<file path="config.mk">
export PLATFORM = sky130hd
export DESIGN_NAME = mine_placer
export DESIGN_NICKNAME = d
export VERILOG_FILES = /design/src/rtl/minesweeper_pkg.sv /design/src/rtl/lfsr16.sv /design/src/rtl/mine_placer.sv
export SDC_FILE = /design/constraint.sdc
export NUM_CORES = 1
export LEC_CHECK = 0
export ABC_CLOCK_PERIOD_IN_PS = 2300
export CORE_UTILIZATION = 40
export DETAILED_ROUTE_END_ITERATION = 7
export PLACE_DENSITY = 0.78
export RECOVER_POWER = 25
export SETUP_SLACK_MARGIN = 0.4
export SLEW_MARGIN = 5
export SYNTH_ARGS = -nofsm -noshare
export SYNTH_HDL_FRONTEND = slang
export SYNTH_SLANG_ARGS = --single-unit
</file>
<file path="constraint.sdc">
create_clock -name clk_tb -period 2.3 [get_ports clk_tb]
set_clock_uncertainty 0.15 [all_clocks]
set_input_delay 0.46 -clock clk_tb [delete_from_list [all_inputs] [get_ports clk_tb]]
set_output_delay 0.46 -clock clk_tb [all_outputs]
set_load 0.05 [all_outputs]
</file>
<file path="src/rtl/minesweeper_pkg.sv">
// Shared minesweeper definitions: placer state encoding, LFSR polynomial and
// coordinate/count width helpers used by mine_placer and Board.
package minesweeper_pkg;

   typedef enum logic [2:0] {
      ST_IDLE,
      ST_CLEAR,
      ST_GEN,
      ST_CHECK,
      ST_PLACE,
      ST_DONE
   } placer_state_t;

   // Taps for x^16 + x^14 + x^13 + x^11 + 1 in right-shifting Galois form
   localparam logic [15:0] LFSR_MASK = 16'hB400;

   function automatic int coord_width(input int cells);
      return (cells <= 2) ? 1 : $clog2(cells);
   endfunction

   function automatic int count_width(input int max_count);
      return (max_count < 1) ? 1 : $clog2(max_count + 1);
   endfunction

   function automatic logic [15:0] lfsr_next(input logic [15:0] cur);
      return {1'b0, cur[15:1]} ^ (cur[0] ? LFSR_MASK : 16'h0000);
   endfunction

endpackage

</file>
<file path="src/rtl/lfsr16.sv">
// 16-bit Galois LFSR with synchronous load and step enable; load wins over step.
module lfsr16
   import minesweeper_pkg::*;
#(
   parameter logic [15:0] RESET_VALUE = 16'hACE1
) (
   input  logic        clk,
   input  logic        reset_n,
   input  logic        load,
   input  logic [15:0] load_value,
   input  logic        step,
   output logic [15:0] state
);

   always_ff @(posedge clk or negedge reset_n) begin
      if (!reset_n) begin
         state <= RESET_VALUE;
      end else if (load) begin
         state <= load_value;
      end else if (step) begin
         state <= lfsr_next(state);
      end
   end

endmodule

</file>
<file path="src/rtl/mine_placer.sv">
// Fills the mine and adjacency boards with NUM_MINES distinct pseudo-random
// mines, never on the player's first-clicked cell.
module mine_placer
   import minesweeper_pkg::*;
#(
   parameter int          WIDTH     = 8,
   parameter int          HEIGHT    = 8,
   parameter int          NUM_MINES = 10,
   parameter logic [15:0] LFSR_SEED = 16'hACE1,
   localparam int         XW        = coord_width(WIDTH),
   localparam int         YW        = coord_width(HEIGHT),
   localparam int         CW        = count_width(NUM_MINES)
) (
   input  logic          clk_tb,
   input  logic          reset_tb,
   input  logic          start,
   input  logic [15:0]   seed,
   input  logic [XW-1:0] safeX,
   input  logic [YW-1:0] safeY,
   output logic          busy,
   output logic          done,
   output logic          boardClr,
   output logic [XW-1:0] readX,
   output logic [YW-1:0] readY,
   input  logic          readValue,
   output logic          placeMineEn,
   output logic [XW-1:0] placeMineX,
   output logic [YW-1:0] placeMineY,
   output logic [CW-1:0] minesPlaced
);

   if (WIDTH < 2 || WIDTH > 16 || HEIGHT < 2 || HEIGHT > 16) begin : g_bad_dims
      $error("mine_placer: WIDTH and HEIGHT must lie in 2..16");
   end
   if (NUM_MINES < 1 || NUM_MINES > WIDTH * HEIGHT - 1) begin : g_bad_mines
      $error("mine_placer: NUM_MINES must lie in 1..WIDTH*HEIGHT-1");
   end

   placer_state_t state;
   logic [XW-1:0] cand_x;
   logic [YW-1:0] cand_y;
   logic [XW-1:0] safe_x;
   logic [YW-1:0] safe_y;
   logic [15:0]   lfsr_q;
   logic [15:0]   next_lfsr;
   logic [15:0]   load_value;
   logic          lfsr_load;
   logic          lfsr_step;
   logic          out_of_range;
   logic          hits_safe;
   logic          reject;
   logic [CW-1:0] count_inc;
   logic          unused_lfsr_bits;

   // A zero seed would lock the LFSR, so it falls back to the built-in seed
   assign load_value = (seed == 16'h0000) ? LFSR_SEED : seed;
   assign lfsr_load  = (state == ST_IDLE) && start;
   assign lfsr_step  = (state == ST_GEN);
   assign next_lfsr  = lfsr_next(lfsr_q);

   assign unused_lfsr_bits = ^next_lfsr[15:XW+YW];

   lfsr16 #(
      .RESET_VALUE(LFSR_SEED)
   ) u_lfsr (
      .clk       (clk_tb),
      .reset_n   (reset_tb),
      .load      (lfsr_load),
      .load_value(load_value),
      .step      (lfsr_step),
      .state     (lfsr_q)
   );

   assign out_of_range = ({1'b0, cand_x} >= (XW+1)'(WIDTH)) ||
                         ({1'b0, cand_y} >= (YW+1)'(HEIGHT));
   assign hits_safe    = (cand_x == safe_x) && (cand_y == safe_y);
   assign reject       = out_of_range || hits_safe || readValue;
   assign count_inc    = minesPlaced + 1'b1;

   assign readX      = cand_x;
   assign readY      = cand_y;
   assign placeMineX = cand_x;
   assign placeMineY = cand_y;

   // Outputs are registered alongside the state so they track the state entered
   always_ff @(posedge clk_tb or negedge reset_tb) begin
      if (!reset_tb) begin
         state       <= ST_IDLE;
         busy        <= 1'b0;
         done        <= 1'b0;
         boardClr    <= 1'b0;
         placeMineEn <= 1'b0;
         minesPlaced <= '0;
         cand_x      <= '0;
         cand_y      <= '0;
         safe_x      <= '0;
         safe_y      <= '0;
      end else begin
         done        <= 1'b0;
         boardClr    <= 1'b0;
         placeMineEn <= 1'b0;
         case (state)
            ST_IDLE: begin
               if (start) begin
                  safe_x      <= safeX;
                  safe_y      <= safeY;
                  minesPlaced <= '0;
                  busy        <= 1'b1;
                  boardClr    <= 1'b1;
                  state       <= ST_CLEAR;
               end
            end
            ST_CLEAR: begin
               state <= ST_GEN;
            end
            ST_GEN: begin
               cand_x <= next_lfsr[XW-1:0];
               cand_y <= next_lfsr[XW+YW-1:XW];
               state  <= ST_CHECK;
            end
            ST_CHECK: begin
               if (reject) begin
                  state <= ST_GEN;
               end else begin
                  placeMineEn <= 1'b1;
                  state       <= ST_PLACE;
               end
            end
            ST_PLACE: begin
               minesPlaced <= count_inc;
               if (count_inc == CW'(NUM_MINES)) begin
                  done  <= 1'b1;
                  state <= ST_DONE;
               end else begin
                  state <= ST_GEN;
               end
            end
            ST_DONE: begin
               busy  <= 1'b0;
               state <= ST_IDLE;
            end
            default: begin
               busy  <= 1'b0;
               state <= ST_IDLE;
            end
         endcase
      end
   end

endmodule

</file>
After elaboration in Yosys (flattened, before gate mapping)
Cells that the tools add are included. W data, S select, Z words.

Register bits after elaboration: 39. Input bits: 26. Output and inout bits: 20. Word-level logic and storage cells: 51.

$add $sub $neg: 1. Equal/unequal tests: 8. Muxes and demuxes: 18. Bitwise gates (word level): 2. Reductions and logical operators: 11.

Operator list (number): $mux W16 (4); $logic_not A16 Y1 (1); $xor A15 B16 Y16 (1); $pmux W3 S5 (1); $mux W3 (3); $pmux W4 S2 (1); $mux W1 (7); $eq A3 B2 Y1 const B (2); $eq A3 B3 Y1 (2); $reduce_and A2 Y1 (3); $add A4 B1 Y4 const B (1); $eq A4 B4 Y1 const B (1); $mux W4 (1); $reduce_bool A2 Y1 (2); $reduce_or A4 Y1 (1); $eq A3 B1 Y1 const B (1); $eq A3 B3 Y1 const B (1); $logic_not A3 Y1 (1); $logic_and A1 B1 Y1 (2); $ne A2 B2 Y1 const B (1); $pmux W1 S2 (1); $logic_or A1 B1 Y1 (1); $not A1 Y1 (1).

Logic depth before layout (Yosys ltp)
Gate-level depths: netlist (run 1).

Word-level depth: 5. Depth in mapped cells: 7. Gate-level depth less buffers: 6.

Hierarchy
From an unflattened synthesis (run 1), not the netlist that was laid out.

Cell total of the unflattened synthesis: 183. Area, all modules: 1989.4 sq um.

Modules (own cells, without submodules): mine_placer (times used 1, cells an instance 109, area an instance 1184.9 sq um, sequential area each 575.6 sq um); lfsr16 (times used 1, cells an instance 74, area an instance 804.5 sq um, sequential area each 410.4 sq um).

Worst setup path after synthesis (run 1)
Ideal clock, no wire load.

Path type: register to register. From: reg minesPlaced[1]. To: reg state[2]. Arrival time: 1.453 ns. Path slack: 0.562 ns. Stages on the path, launching flop included: 7. Buffers on the path: 0. Clock period less this slack: 1.738 ns. Path through: dfrtp_1 > inv_1 > ha_1 > nand2_1 > nor3_1 > a41oi_1 > o22ai_1.

Longest elaborated chain between the ends: 4.

Ends and longest elaborated chain: start: declaration (RTL line mine_placer.sv:29) `output logic [CW-1:0] minesPlaced`; start signal: assignment (RTL line mine_placer.sv:130) `minesPlaced <= count_inc;`; $add A4 B1 Y4 (RTL line mine_placer.sv:78) `assign count_inc = minesPlaced + 1'b1;`; $eq A4 B4 Y1 (RTL line mine_placer.sv:131) `if (count_inc == CW'(NUM_MINES)) begin`; $mux W3 (RTL line mine_placer.sv:131); $pmux W3 S5 (RTL line mine_placer.sv:102) `case (state)`; end signal: assignment (RTL line mine_placer.sv:110) `state <= ST_CLEAR;`; end signal: assignment (RTL line mine_placer.sv:133) `state <= ST_DONE;`; end signal: assignment (RTL line mine_placer.sv:135) `state <= ST_GEN;`; end: declaration (RTL line mine_placer.sv:39) `placer_state_t state;`.

No other way between the ends. A chain may end at the register's enable or synchronous reset.

Worst setup path in the final report (run 1)
From: reg cand_x[1] (netlist: placeMineX[1]). To: out placeMineX[1].

RTL lines: start: declaration (RTL line mine_placer.sv:40) `logic [XW-1:0] cand_x;`; start signal: assignment (RTL line mine_placer.sv:117) `cand_x <= next_lfsr[XW-1:0];`; end: declaration (RTL line mine_placer.sv:27) `output logic [XW-1:0] placeMineX,`.

No word-level cell between the ends.

==> results of run 1 <==
final cells by class:
cell class / instances / area [um2] / area share, %
sequential: 39 / 986 / 41.9
tap: 52 / 65.1 / 2.76
inverter: 3 / 11.3 / 0.478
clock inverter: 2 / 12.5 / 0.532
clock buffer: 6 / 72.6 / 3.08
multi-input combinational: 140 / 742 / 31.5
timing repair buffer: 51 / 464 / 19.7
timing repair:
item                                    4_1_cts  5_1_grt
hold endpoints to repair                      0        0
endpoints found under the setup margin       20        8
gates resized for setup                      20       10
report_power, final:
part	internal [uW]	switching, uW	total (uW)
clock	212	231	443
sequential	1030	251	1280
combinational	551	1020	1570
total	1790	1500	3300
logic make-up after synthesis:
family	synth area share, %
buffers and inverters	5.08
AND/OR/NAND/NOR	23.0
AO/OA/AOI/OAI	11.1
flip-flops	54.2
adder cells (fa/ha/maj)	1.37
XOR/XNOR	5.29
flip-flops by register name (all words and copies together), names as in the netlist, 3 cells and up:
signal        count
state             3
minesPlaced       4
safe_y            3
placeMineX        3
safe_x            3
placeMineY        3
u_lfsr.state     16
metal layers:
layer | global-route usage (%) | vias up
met2 | 28.0 | 49
li1 | - | 746
met4 | 5.44 | 0
met1 | 23.7 | 709
met5 | 0 | -
met3 | 5.09 | 2
worst max path at each step:
stage	startpoint	endpoint	slack (ps)	depth (start not counted)
floorplan	minesPlaced[1]$_DFFE_PN0P_	state[2]$_DFFE_PN0P_	560	6
global placement	seed[3]	u_lfsr.state[5]$_DFFE_PN1P_	270	5
detailed placement	seed[3]	u_lfsr.state[5]$_DFFE_PN1P_	220	5
CTS	minesPlaced[0]$_DFFE_PN0P_	minesPlaced[0]	380	1
global route	placeMineX[0]$_DFFE_PN0P_	placeMineX[0]	400	1
finish	placeMineX[1]$_DFFE_PN0P_	placeMineX[1]	430	1
synthesized netlist by cell type (all sizes together):
cell type | instances | area share [%]
o21ai | 16 | 4.4
nor4 | 4 | 1.4
a22oi | 8 | 3.3
dfstp | 8 | 12
xnor2 | 5 | 2.4
and4 | 1 | 0.48
nand2 | 61 | 13
inv | 2 | 0.41
a21oi | 1 | 0.27
nor3b | 1 | 1.0
o2bb2ai | 1 | 0.48
nor3 | 6 | 1.6
clkbuf | 2 | 0.41
nand3b | 1 | 0.41
dfrtp | 31 | 43
ha | 2 | 1.4
clkinv | 1 | 0.21
or2 | 1 | 0.34
a41oi | 1 | 0.48
or3b | 1 | 0.48
nand4 | 1 | 0.34
or3 | 1 | 0.34
nand3 | 5 | 1.4
o31a | 1 | 0.48
buf | 12 | 4.1
nor2 | 11 | 2.5
xor2 | 6 | 2.9
o22ai | 5 | 1.7
placed cells by master (no fill, tap or decap), types with 4 or more instances in the layout:
cell	netlist	layout
nand2_1	61	61
nor2_1	9	9
buf_4	6	6
nor3_1	6	6
o21ai_0	9	9
a22oi_1	8	8
dlygate4sd2_1	0	12
clkdlybuf4s15_1	0	6
xnor2_1	5	5
xor2_1	6	6
o22ai_1	5	5
dfrtp_1	31	31
clkbuf_8	0	5
dfstp_2	8	8
o21ai_1	7	7
nand3_1	5	5
nor4_1	4	4
clkdlybuf4s50_1	0	24
per-stage QoR:
step	total power [uW]	cells
after CTS	3320	293
after global routing	3550	293
after global placement	2890	285
final	3300	293
after detailed placement	2950	285
after floorplan	2470	196
==> flow_summary_export.csv, run 1 <==
group,metric,value,unit
clocking,htreeDepth,2,
timing,rsz0062_at_grt,"no",
grt,overflow,0,
synthesis,synth-seq-area-share,54.2,%
timing,hold_violations,0,
floorplanning,fp-row-count,24,
synthesis,ys_seq_elements,39,
worst_setup_path,slowest_stage,"dlygate4sd2_1",
routing,highest_layer,"met4",
cells_and_area,drive_gt1_share,11.6,%
grt,grt_first_pass_wirelength,6730,um
cells_and_area,fillers,400,
grt,grtUsageTotal,17.7,%
clocking,clockBufferDepth,2,
clocking,postCtsHoldBufs,0,
cells_and_area,antenna_cells,0,
routing,vias,1506,
power_and_ir_drop,leakagePower,0.00110,uW
timing,tightest_slew,1340,ps
grt,grt_pass1_vias,1450,
worst_setup_path,crit_chain,"dlygate4sd2_1",
placed_design,placedInstanceArea,2290,um2
worst_setup_path,r2r_cells,5,
worst_setup_path,r2r-start,"state[2]$_DFFE_PN0P_",
clocking,clk_latency,290,ps
placed_design,place_congestion,0.799,
floorplanning,die_h,69.5,um
grt,grt_max_degree,28,
floorplanning,initial_utilization,41.8,%
cells_and_area,final_nets,268,
routing,routed_wl,3850,um
cells_and_area,stdcell_area,2350,um2
routing,viasPerCell,5.14,
routing,wl_met3,235,um
floorplanning,ios,46,
clocking,clock_sinks,39,
synthesis,syn_nets,224,
worst_setup_path,crit_fanout,4,
placed_design,numPortBuffers,45,
worst_setup_path,critPathCaptureType,"primary output",
flow_run,cap_violations,0,
routing,antenna_left,0,
worst_setup_path,setup.worst_path.start_class,"flip-flop",
run_status,outcome,"finished clean",
timing,fin_crit_sh,81.2,%
routing,met2_length,1820,um
timing,setup_violations,0,
worst_setup_path,r2r_slack,640,ps
grt,antenna_found_initial,0,
clocking,cts_buffers,5,
synthesis,synth_area,1820,um2
floorplanning,dieArea,4820,um2
floorplanning,design.core.area,4350,um2
worst_setup_path,path_delay_family,"buffers and inverters",
worst_setup_path,crit_type,"reg -> out",
routing,m1WireLength,1770,um
worst_setup_path,critical_path_required,1690,ps
routing,drt_iter0_drc,75,
worst_setup_path,slowest_delay,550,ps
worst_setup_path,r2r-end,"state[0]$_DFFE_PN0P_",
floorplanning,die_x,69.5,um
power_and_ir_drop,peakVddDrop,0.570,mV
placed_design,pre_cts_slack,218,ps
synthesis,syn_avg_cell_area,9.29,um2
synthesis,syn_inst,196,
timing,slew_headroom,10.4,%
timing,setup_tns,0,ps
routing,first_pass_iters,4,
synthesis,yosysWarnings,0,
timing,fmax,0.536,GHz
synthesis,synth_cell_types,33,
worst_setup_path,cp_num_buf_inv,1,
clocking,root_buffer,"clkbuf_8",
timing,slew_violations,0,
timing,fin_ws,433,ps
routing,drt-wirelength-per-cell,13.1,um
clocking,cts_tree,"built",
cells_and_area,area_growth,29.3,%
placed_design,hpwl,2850,um
routing,drc_errors,0,
clocking,post_cts_buffers,0,
timing,holdWs,304,ps
min_path,holdCritPathClass,"in -> async",
cells_and_area,fin_util,54.1,%
worst_setup_path,crit_arrival,1260,ps
power_and_ir_drop,p_per_area,1400,nW/um2
clocking,path_clk_slew,80,ps
timing,fin_crit,1870,ps
Power figures use the tool's default switching activity.
==> run 2, diff against run 1 <==
--- a/config.mk
+++ b/config.mk
@@ -5,7 +5,7 @@
 export SDC_FILE = /design/constraint.sdc
 export NUM_CORES = 1
 export LEC_CHECK = 0
-export ABC_CLOCK_PERIOD_IN_PS = 2300
+export ABC_CLOCK_PERIOD_IN_PS = 1800
 export CORE_UTILIZATION = 40
 export DETAILED_ROUTE_END_ITERATION = 7
 export PLACE_DENSITY = 0.78
==> constraint.sdc (replaced) <==
create_clock -name clk_tb -period 1.8 [get_ports clk_tb]
set_clock_uncertainty 0.15 [all_clocks]
set_input_delay 0.36 -clock clk_tb [delete_from_list [all_inputs] [get_ports clk_tb]]
set_output_delay 0.36 -clock clk_tb [all_outputs]
set_load 0.05 [all_outputs]
==> flow_summary_export.csv, run 2 (same netlist as run 1, synthesis figures left out) <==
group,metric,value,unit
timing,slew_headroom,72.0,%
grt,overflow,0,
power_and_ir_drop,peakVddDrop,0.845,mV
min_path,holdCritPathClass,"in -> reg",
clocking,cts_buffers,5,
placed_design,numPortBuffers,45,
cells_and_area,multiInputGateArea,1000,um2
routing,first_pass_iters,4,
routing,routed_wl,5290,um
clocking,path_clk_slew,80,ps
timing,tightest_slew,419,ps
worst_setup_path,critPathCaptureType,"flip-flop",
timing,fmax,0.614,GHz
floorplanning,die_h,69.5,um
cells_and_area,area_growth,68.5,%
grt,grtUsageTotal,22.1,%
cells_and_area,largest_reg_flops,16,
placed_design,dp_cells,292,
routing,vias,1721,
power_and_ir_drop,leakagePower,0.00139,uW
timing,fin_crit_sh,90.5,%
cells_and_area,drive_gt1_share,49.2,%
routing,antenna_left,0,
floorplanning,initial_utilization,41.8,%
cells_and_area,final_common_cell,"nand2_1",
worst_setup_path,crit_chain,"buf_4 -> or3b_4 -> inv_2 -> nand2_1 -> o21ai_1",
power_and_ir_drop,p_per_area,1890,nW/um2
cells_and_area,final_nets,293,
cells_and_area,antenna_cells,0,
clocking,clock_sinks,39,
placed_design,place_congestion,0.858,
timing,fin_crit,1630,ps
timing,setup_violations,0,
routing,drt_iter0_drc,65,
cells_and_area,layout_common_cells,"44 x nand2_1, 20 x buf_4, 19 x dfrtp_1, 19 x buf_12",
routing,drt-wirelength-per-cell,16.6,um
cells_and_area,fin_cells,318,
placed_design,pre_cts_slack,-114,ps
worst_setup_path,slowest_stage,"dfrtp_1",
timing,hold_violations,0,
worst_setup_path,crit_arrival,1710,ps
grt,grt_max_degree,18,
worst_setup_path,crit_type,"reg -> reg",
cells_and_area,top_register,"u_lfsr.state",
grt,grt_pass1_vias,1696,
timing,rsz0062_at_grt,"yes",
floorplanning,die_x,69.5,um
floorplanning,ios,46,
placed_design,hpwl,3060,um
clocking,cts_tree,"built",
timing,slew_violations,0,
power_and_ir_drop,power,5790,uW
grt,grt_first_pass_wirelength,8310,um
routing,viasPerCell,5.41,
grt,antenna_found_initial,0,
run_status,outcome,"finished clean",
routing,drc_errors,0,
timing,fin_ws,172,ps
worst_setup_path,crit_fanout,8,
floorplanning,design.core.area,4350,um2
worst_setup_path,slowest_delay,460,ps
timing,holdWs,331,ps
worst_setup_path,setup.worst_path.start_class,"flip-flop",
clocking,htreeDepth,2,
floorplanning,fp-row-count,24,
worst_setup_path,path_delay_family,"simple AND/OR/NAND/NOR gates",
worst_setup_path,critical_path_required,1880,ps
cells_and_area,fillers,289,
flow_run,cap_violations,0,
cells_and_area,largest_registers,"u_lfsr.state (16), minesPlaced (4)",
cells_and_area,fin_util,70.5,%
worst_setup_path,cp_num_buf_inv,2,
clocking,clockBufferDepth,2,
clocking,clk_latency,310,ps
clocking,root_buffer,"clkbuf_8",
cells_and_area,regArea,1000,um2
floorplanning,dieArea,4820,um2
[run 2: cell count changes in the layout (fill, tap and decap cells not counted), moves of 11 or more]
cell and delta:
buf_12 +19, clkdlybuf4s50_1 -12, dfrtp_2 +11, nand2_1 -17, nand2_2 +11, buf_4 +14, dfrtp_1 -12
[run 2: power by group]
group	internal, uW	switching (uW)	total [uW]
clock	272	311	583
combinational	1670	1720	3380
sequential	1340	479	1820
total	3280	2510	5790
[run 2: path summary, 6_finish.rpt]
check,start,end,slack (ps),cells past startpoint
max in group asynchronous,reset_tb,u_lfsr.state[13]$_DFFE_PN1P_,430,3
min in group asynchronous,reset_tb,state[1]$_DFFE_PN0P_,360,2
max reg2reg,state[0]$_DFFE_PN0P_,minesPlaced[2]$_DFFE_PN0P_,170,5
min,seed[7],u_lfsr.state[7]$_DFFE_PN1P_,330,3
min reg2reg,safe_x[2]$_DFFE_PN0P_,safe_x[2]$_DFFE_PN0P_,350,2
max,state[0]$_DFFE_PN0P_,minesPlaced[2]$_DFFE_PN0P_,170,5
[run 2: repair_timing]
item,in CTS,in global routing
hold endpoints to repair,14,0
pin swaps,20,11
setup buffers,10,3
cloned,4,0
hold buffers,1,0
endpoints found under the setup margin,42,53
resized for setup,45,42
[run 2: area by class of cell]
cell class	count	area share [%]
Inverter	3	0.367
Tap cell	52	2.12
Clock inverter	1	0.163
Timing Repair Buffer	76	29.5
Clock buffer	7	2.49
Multi-Input combinational cell	140	32.6
Sequential cell	39	32.7
[run 2: per-layer routing]
metal | GRT usage [%] | share of wire, %
met5 | 0 | 0
met4 | 8.16 | 1.9
met3 | 4.51 | 5.1
met2 | 37.5 | 52
met1 | 27.8 | 41
[run 2: per-stage QoR]
stage	TNS, ps	instance area (um2)
floorplan	0	1900
global placement	-745	2590
detailed placement	-797	2590
CTS	0	2910
global route	0	3070
finish	0	3070
[run 2: worst register-to-register path: cells and delay by family (launching register included)]
| family | cells | cell delay (ps) |
|---|---|---|
| AND/OR/NAND/NOR | 2 | 520 |
| buffers and inverters | 2 | 270 |
| flip-flops | 1 | 460 |
| AO/OA/AOI/OAI | 1 | 140 |
==> run 3, diff against run 2 <==
--- a/config.mk
+++ b/config.mk
@@ -8,7 +8,7 @@
 export ABC_CLOCK_PERIOD_IN_PS = 1800
 export CORE_UTILIZATION = 40
 export DETAILED_ROUTE_END_ITERATION = 7
-export PLACE_DENSITY = 0.78
+export PLACE_DENSITY = 0.64
 export RECOVER_POWER = 25
 export SETUP_SLACK_MARGIN = 0.4
 export SLEW_MARGIN = 5
==> constraint.sdc (replaced) <==
create_clock -name clk_tb -period 1.8 [get_ports clk_tb]
set_clock_uncertainty 0.15 [all_clocks]
set_input_delay 0.45 -clock clk_tb [delete_from_list [all_inputs] [get_ports clk_tb]]
set_output_delay 0.45 -clock clk_tb [all_outputs]
set_load 0.05 [all_outputs]
==> flow_summary_export.csv, run 3 (same netlist as run 1, synthesis figures left out) <==
group,metric,value,unit
cells_and_area,fillers,250,
cells_and_area,drive_gt1_share,53.2,%
worst_setup_path,setup.worst_path.start_class,"flip-flop",
worst_setup_path,crit_type,"reg -> out",
grt,overflow,0,
grt,grt_first_pass_wirelength,8260,um
timing,hold_violations,0,
worst_setup_path,crit_arrival,980,ps
routing,routed_wl,5150,um
floorplanning,dieArea,4820,um2
routing,viasPerCell,5.25,
worst_setup_path,path_delay_family,"flip-flops",
grt,grt_pass1_vias,1700,
timing,fin_crit,1580,ps
timing,setup_tns,0,ps
routing,first_pass_iters,4,
cells_and_area,fin_cells,334,
timing,fmax,0.633,GHz
worst_setup_path,slowest_delay,530,ps
worst_setup_path,slowest_stage,"dfrtp_4",
cells_and_area,final_nets,309,
cells_and_area,area_growth,82.1,%
timing,slew_headroom,67.6,%
timing,tightest_slew,486,ps
flow_run,cap_violations,0,
placed_design,place_congestion,0.820,
clocking,cts_buffers,5,
clocking,root_buffer,"clkbuf_8",
clocking,clockBufferDepth,2,
cells_and_area,top_register,"u_lfsr.state",
cells_and_area,layout_common_cells,"39 x nand2_1, 24 x buf_4, 21 x buf_12",
placed_design,dp_cells,296,
routing,drt_iter0_drc,73,
floorplanning,design.core.area,4350,um2
clocking,path_clk_slew,80,ps
min_path,holdCritPathClass,"reg -> reg",
worst_setup_path,critPathCaptureType,"primary output",
power_and_ir_drop,peakVddDrop,0.924,mV
clocking,clk_latency,280,ps
clocking,cts_tree,"built",
grt,grtUsageTotal,21.7,%
timing,rsz0062_at_grt,"yes",
worst_setup_path,crit_fanout,5,
cells_and_area,antenna_cells,0,
clocking,clock_sinks,39,
floorplanning,ios,46,
power_and_ir_drop,p_per_area,1820,nW/um2
cells_and_area,final_common_cell,"nand2_1",
timing,fin_crit_sh,87.8,%
power_and_ir_drop,leakagePower,0.00152,uW
timing,setup_violations,0,
run_status,outcome,"finished clean",
routing,vias,1752,
worst_setup_path,cp_num_buf_inv,1,
worst_setup_path,critical_path_required,1200,ps
floorplanning,fp-row-count,24,
power_and_ir_drop,power,6030,uW
clocking,htreeDepth,2,
cells_and_area,largest_registers,"u_lfsr.state (16), minesPlaced (4)",
floorplanning,initial_utilization,41.8,%
placed_design,hpwl,3030,um
cells_and_area,largest_reg_flops,16,
placed_design,numPortBuffers,45,
routing,drt-wirelength-per-cell,15.4,um
timing,slew_violations,0,
routing,antenna_left,0,
floorplanning,die_h,69.5,um
grt,grt_max_degree,20,
worst_setup_path,crit_chain,"buf_12",
floorplanning,die_x,69.5,um
routing,drc_errors,0,
grt,antenna_found_initial,0,
[run 3: changes by cell type in the layout (fill, tap and decap cells not counted), moves of 3 or more]
cell / previous run / this run
buf_4: 20 / 24
buf_6: 6 / 14
clkdlybuf4s50_1: 12 / 7
dlygate4sd2_1: 12 / 15
nand2_1: 44 / 39
nand2_2: 11 / 16
o21ai_1: 5 / 8
[run 3: power by group]
part / switching (uW) / internal [uW]
clock: 298 / 309
sequential: 460 / 1350
combinational: 1760 / 1860
total: 2520 / 3520
[run 3: repair_timing]
item / in CTS / in global routing
gates cloned: 5 / 0
hold buffers: 1 / 0
endpoints found under the setup margin: 48 / 57
resized for setup: 68 / 41
endpoints found under the hold margin: 15 / 0
pin swaps: 17 / 26
setup buffers: 20 / 4
[run 3: final timing paths]
| check | from | end | slack (ps) | depth (start not counted) |
|---|---|---|---|---|
| max | minesPlaced[0]$_DFFE_PN0P_ | minesPlaced[0] | 220 | 1 |
| min | safe_x[2]$_DFFE_PN0P_ | safe_x[2]$_DFFE_PN0P_ | 340 | 2 |
| max reg2reg | state[1]$_DFFE_PN0P_ | u_lfsr.state[10]$_DFFE_PN1P_ | 220 | 8 |
| min reg2reg | safe_x[2]$_DFFE_PN0P_ | safe_x[2]$_DFFE_PN0P_ | 340 | 2 |
| max in group asynchronous | reset_tb | state[2]$_DFFE_PN0P_ | 410 | 3 |
| min in group asynchronous | reset_tb | boardClr$_DFF_PN0_ | 500 | 2 |
[run 3: through the flow]
step                      util [%]  setup slack (ps)  hold slack, ps  instance area (um2)
after CTS                     72.0               226             347                 3140
final                         76.1               219             344                 3310
after global routing          76.1               122             369                 3310
after global placement        61.1              -332             258                 2660
after detailed placement      61.1              -315             256                 2660
after floorplan                  -               306            4.41                 1900
[run 3: layer usage]
layer | up-vias | global-route usage, % | routed length (um)
met5 | - | 0 | 0
met4 | 0 | 7.71 | 121
met3 | 14 | 4.65 | 219
met2 | 48 | 35.9 | 2630
met1 | 864 | 28.2 | 2180
li1 | 826 | - | -
[run 3: layout make-up]
cell class / instances / area (um2) / area share [%]
Tap cell: 52 / 65.1 / 1.96
Clock buffer: 7 / 86.3 / 2.60
Multi-Input combinational cell: 140 / 1030 / 31.0
Sequential cell: 39 / 1000 / 30.3
Inverter: 3 / 11.3 / 0.340
Clock inverter: 1 / 5.00 / 0.151
Timing Repair Buffer: 92 / 1110 / 33.6
[run 3: worst min-delay path, cell delays in order, from the launching register on]
cell     delay [ps]
dfrtp_1         360
nand2_1          50
nand2_1          50
